--- src/rtl/wb_dual_master_arbiter.sv ---
// Two-master round-robin Wishbone arbiter; grant held for the whole cyc tenure.
// Optional watchdog enabled by defining WB_ARB_TIMEOUT_EN.
module wb_dual_master_arbiter #(
  parameter int unsigned AW      = 32,
  parameter int unsigned DW      = 32,
  parameter int unsigned TIMEOUT = 255
) (
  input  logic              wb_clk_i,
  input  logic              wb_rst_ni,

  input  logic              m0_cyc_i,
  input  logic              m0_stb_i,
  input  logic              m0_we_i,
  input  logic [DW/8-1:0]   m0_sel_i,
  input  logic [AW-1:0]     m0_adr_i,
  input  logic [DW-1:0]     m0_dat_i,
  output logic [DW-1:0]     m0_dat_o,
  output logic              m0_ack_o,
  output logic              m0_err_o,

  input  logic              m1_cyc_i,
  input  logic              m1_stb_i,
  input  logic              m1_we_i,
  input  logic [DW/8-1:0]   m1_sel_i,
  input  logic [AW-1:0]     m1_adr_i,
  input  logic [DW-1:0]     m1_dat_i,
  output logic [DW-1:0]     m1_dat_o,
  output logic              m1_ack_o,
  output logic              m1_err_o,

  output logic              s_cyc_o,
  output logic              s_stb_o,
  output logic              s_we_o,
  output logic [DW/8-1:0]   s_sel_o,
  output logic [AW-1:0]     s_adr_o,
  output logic [DW-1:0]     s_dat_o,
  input  logic [DW-1:0]     s_dat_i,
  input  logic              s_ack_i,

  output logic [1:0]        grant_o
);

  typedef enum logic [1:0] {
    ST_IDLE = 2'b00,
    ST_G0   = 2'b01,
    ST_G1   = 2'b10
  } state_t;

  state_t state_q, state_d;
  logic   last_q, last_d;
  logic   req0, req1;
  logic   stb_kill;

  assign req0 = m0_cyc_i & m0_stb_i;
  assign req1 = m1_cyc_i & m1_stb_i;

  always_ff @(posedge wb_clk_i or negedge wb_rst_ni) begin
    if (!wb_rst_ni) begin
      state_q <= ST_IDLE;
      last_q  <= 1'b1;
    end else begin
      state_q <= state_d;
      last_q  <= last_d;
    end
  end

  always_comb begin
    state_d = state_q;
    last_d  = last_q;
    case (state_q)
      ST_IDLE: begin
        if (req0 && req1) state_d = last_q ? ST_G0 : ST_G1;
        else if (req0)    state_d = ST_G0;
        else if (req1)    state_d = ST_G1;
      end
      ST_G0: begin
        if (!m0_cyc_i) begin
          last_d  = 1'b0;
          state_d = req1 ? ST_G1 : ST_IDLE;
        end
      end
      ST_G1: begin
        if (!m1_cyc_i) begin
          last_d  = 1'b1;
          state_d = req0 ? ST_G0 : ST_IDLE;
        end
      end
      default: state_d = ST_IDLE;
    endcase
  end

  assign grant_o = {state_q == ST_G1, state_q == ST_G0};

  // Slave side follows the registered grant only, so s_ack_i never reaches s_stb_o.
  always_comb begin
    s_cyc_o = 1'b0;
    s_stb_o = 1'b0;
    s_we_o  = 1'b0;
    s_sel_o = '0;
    s_adr_o = '0;
    s_dat_o = '0;
    case (state_q)
      ST_G0: begin
        s_cyc_o = m0_cyc_i;
        s_stb_o = m0_stb_i & ~stb_kill;
        s_we_o  = m0_we_i;
        s_sel_o = m0_sel_i;
        s_adr_o = m0_adr_i;
        s_dat_o = m0_dat_i;
      end
      ST_G1: begin
        s_cyc_o = m1_cyc_i;
        s_stb_o = m1_stb_i & ~stb_kill;
        s_we_o  = m1_we_i;
        s_sel_o = m1_sel_i;
        s_adr_o = m1_adr_i;
        s_dat_o = m1_dat_i;
      end
      default: ;
    endcase
  end

  assign m0_ack_o = s_ack_i & grant_o[0];
  assign m1_ack_o = s_ack_i & grant_o[1];
  assign m0_dat_o = grant_o[0] ? s_dat_i : '0;
  assign m1_dat_o = grant_o[1] ? s_dat_i : '0;

`ifdef WB_ARB_TIMEOUT_EN
  localparam logic [15:0] WD_LIMIT = 16'(TIMEOUT - 1);

  logic [15:0] wd_cnt_q, wd_cnt_d;
  logic [1:0]  err_q, err_d;

  always_ff @(posedge wb_clk_i or negedge wb_rst_ni) begin
    if (!wb_rst_ni) begin
      wd_cnt_q <= '0;
      err_q    <= '0;
    end else begin
      wd_cnt_q <= wd_cnt_d;
      err_q    <= err_d;
    end
  end

  always_comb begin
    wd_cnt_d = wd_cnt_q;
    err_d    = '0;
    if ((state_d != state_q) || s_ack_i) begin
      wd_cnt_d = '0;
    end else if (s_stb_o) begin
      if (wd_cnt_q == WD_LIMIT) begin
        err_d    = grant_o;
        wd_cnt_d = '0;
      end else begin
        wd_cnt_d = wd_cnt_q + 16'd1;
      end
    end
  end

  assign stb_kill = |err_q;
  assign m0_err_o = err_q[0];
  assign m1_err_o = err_q[1];
`else
  assign stb_kill = 1'b0;
  assign m0_err_o = 1'b0;
  assign m1_err_o = 1'b0;
`endif

endmodule

--- config.mk ---
export PLATFORM = sky130hd
export DESIGN_NAME = wb_dual_master_arbiter
export DESIGN_NICKNAME = d
export VERILOG_FILES = /design/src/rtl/wb_dual_master_arbiter.sv
export SDC_FILE = /design/constraint.sdc
export NUM_CORES = 1
export LEC_CHECK = 0
export BUFFER_PORTS_ARGS = -buffer_cell sky130_fd_sc_hd__buf_2
export CAP_MARGIN = 20
export CORE_AREA = 2 2 124 126
export DETAILED_ROUTE_END_ITERATION = 8
export DIE_AREA = 0 0 126 128
export GPL_ROUTABILITY_DRIVEN = 0
export PLACE_DENSITY = 0.43
export SETUP_SLACK_MARGIN = 0.4
export SLEW_MARGIN = 20
export SYNTH_ARGS = -nofsm -noshare
export SYNTH_HDL_FRONTEND = slang
export SYNTH_SLANG_ARGS = --single-unit
--- constraint.sdc ---
create_clock -name wb_clk_i -period 3.7 [get_ports wb_clk_i]
set_input_delay 0.74 -clock wb_clk_i [delete_from_list [all_inputs] [get_ports wb_clk_i]]
set_output_delay 0.74 -clock wb_clk_i [all_outputs]
set_load 0.03 [all_outputs]
==> reports/metrics.yaml <==
cp_data_arrival_time_ps: 2220
grt_usage_pct: 10.3
layout-drive-gt1-share_pct: 59.0
synthDistinctLibCells: 23
yosysSeqAreaShare_pct: 4.24
drv_slew: 0
area_growth_pct: 101
fin_crit_ps: 2960
cts.path.max_buffers: 2
io_pins: 318
synth_mux_area_share_pct: 0
post-place-ws_ps: 919
worstHoldPathType: "input pin to async pin"
clk_pin_slew_ps: 30
yosys_warnings: 0
clkLatencyLatePin_ps: 220
synth_compound_area_share_pct: 33.4
finalSetupViolations: 0
post_drt_wl_per_cell_um: 12.7
fin_setup_tns_ps: 0
overflow: 0
synth_top_family_by_area: "simple AND/OR/NAND/NOR gates"
maxCapViolCount: 0
drtIter0Drc: 148
grt_pass1_vias: 2762
nets: 740
final_common_cell: "buf_2"
fin_ws_ps: 738
num_vias: 2977
vdd.ir_drop.worst_mv: 0.271
antenna_found_initial: 1
cp-end-kind: "output port"
crit_fanout: 49
r2r_setup_slack_ps: 1960
status: "finished clean"
syn_area_per_cell_um2: 6.72
cts_hold_buf: 0
clock-sinks: 3
fp.dieArea_um2: 16100
die_w_um: 126
fmax_ghz: 0.338
placed_area_um2: 3530
synthSimpleGateAreaFrac_pct: 49.3
start_util_pct: 12.1
p_leak_uw: 0.00204
critPathRequiredTime_ps: 2960
final_cell_mix: "315 x buf_2, 71 x nor2b_1, 70 x a22oi_1"
worstSetupPathType: "register to output port"
power_density_nw_per_um2: 781
startpoint: "state_q[0]"
drc_errors: 0
viasPerCell: 3.99
firstDrtPassIters: 4
dpl.hpwl_mm: 7.72
syn-cell-area_um2: 1800
cts_tree: "built"
die_y_um: 128
hold_violations: 0
synthXorXnorAreaFrac_pct: 0
design_area_um2: 3610
grt_max_degree: 59
max_slew_margin_pct: 52.7
reg2reg_from: "state_q[0]"
clock_skew_ps: 0.675
fin_crit_sh_pct: 80.0
port_buffers: 315
numCtsBuffers: 3
coreArea_um2: 14900
antenna_left: 0
start_kind: "register"
wl_mm: 9.47
rsz0062_at_grt: "false"
total_power_uw: 2820
cts_setup_buffers: 0
rows: 45
h-tree-depth: 1
grt_pass1_wl_mm: 13.8
yosys.area_share.adder_pct: 2.78
cts-resized-gates: 0
root_buffer: "clkbuf_16"
utilization_pct: 24.3
ys_ff_latch: 3
tightest_slew_ps: 709
syn_inst: 268
layer usage:
layer | share of wire (%) | track usage [%] | up-vias
met1 | 39 | 12.3 | 1326
li1 | - | - | 1502
met3 | 6.5 | 1.63 | 8
met4 | 1.2 | 2.97 | 0
met2 | 53 | 19.0 | 141
met5 | 0 | 0 | -
report_power, final:
group | internal [µW] | leakage (µW) | switching, µW
clock | 142 | 0.0000382 | 28.7
sequential | 52.6 | 0.0000366 | 17.2
combinational | 918 | 0.00197 | 1660
total | 1110 | 0.00204 | 1710
through the flow:
step	hold slack, ps	instances
6_report	311	747
5_1_grt	312	746
4_1_cts	309	746
3_5_place_dp	546	742
3_3_place_gp	542	742
2_1_floorplan	444	269
state kept, by name, indices dropped and copies added, names as in the netlist:
signal and flops:
last_q 1, state_q 2
area by class of cell:
class,instances,area (µm²)
Clock buffer,4,78.8
Inverter,4,15.0
Fill cell,1710,11300
Sequential cell,3,76.3
Tap cell,188,235
Timing Repair Buffer,319,1630
Antenna cell,1,2.50
Multi-Input combinational cell,228,1570
Yosys cell counts:
cell type	n	area [µm²]
nor2b_1	71	444
a22oi_1	70	526
and2_1	66	413
clkbuf_1	21	78.8
buf_2	7	35.0
buf_4	4	30.0
ha_1	4	50.1
nand2_1	4	15.0
inv_1	3	11.3
a21o_1	2	15.0
a21oi_1	2	10.0
buf_6	2	22.5
dfrtp_1	2	50.1
a2111oi_2	1	15.0
a22oi_4	1	21.3
a32o_1	1	10.0
conb_1	1	3.75
dfstp_2	1	26.3
inv_2	1	3.75
nand2b_1	1	6.26
nand3_1	1	5.00
nor2_1	1	3.75
o21ai_0	1	5.00
final timing paths:
kind	end	cells past startpoint
worst max-delay path	s_dat_o[23]	5
max in group asynchronous	last_q	1
worst max register to register	state_q[1]	6
worst min register to register	state_q[1]	1
min in group wb_clk_i	state_q[1]	1
worst min-delay path	state_q[0]	1
critical path, stage by stage (launching register included):
cell and delay (ps):
dfrtp_1 420, inv_1 120, ha_2 800, buf_4 270, nor2b_1 160, buf_2 210
cell families (layout without fill, tap and decap cells):
group                    Yosys count  after routing
other                              1              3
adder cells (fa/ha/maj)            4              4
flip-flops                         3              3
AND/OR/NAND/NOR                  144            144
buffers and inverters             38            327
AO/OA/AOI/OAI                     78             78
Power figures use the tool's default switching activity.
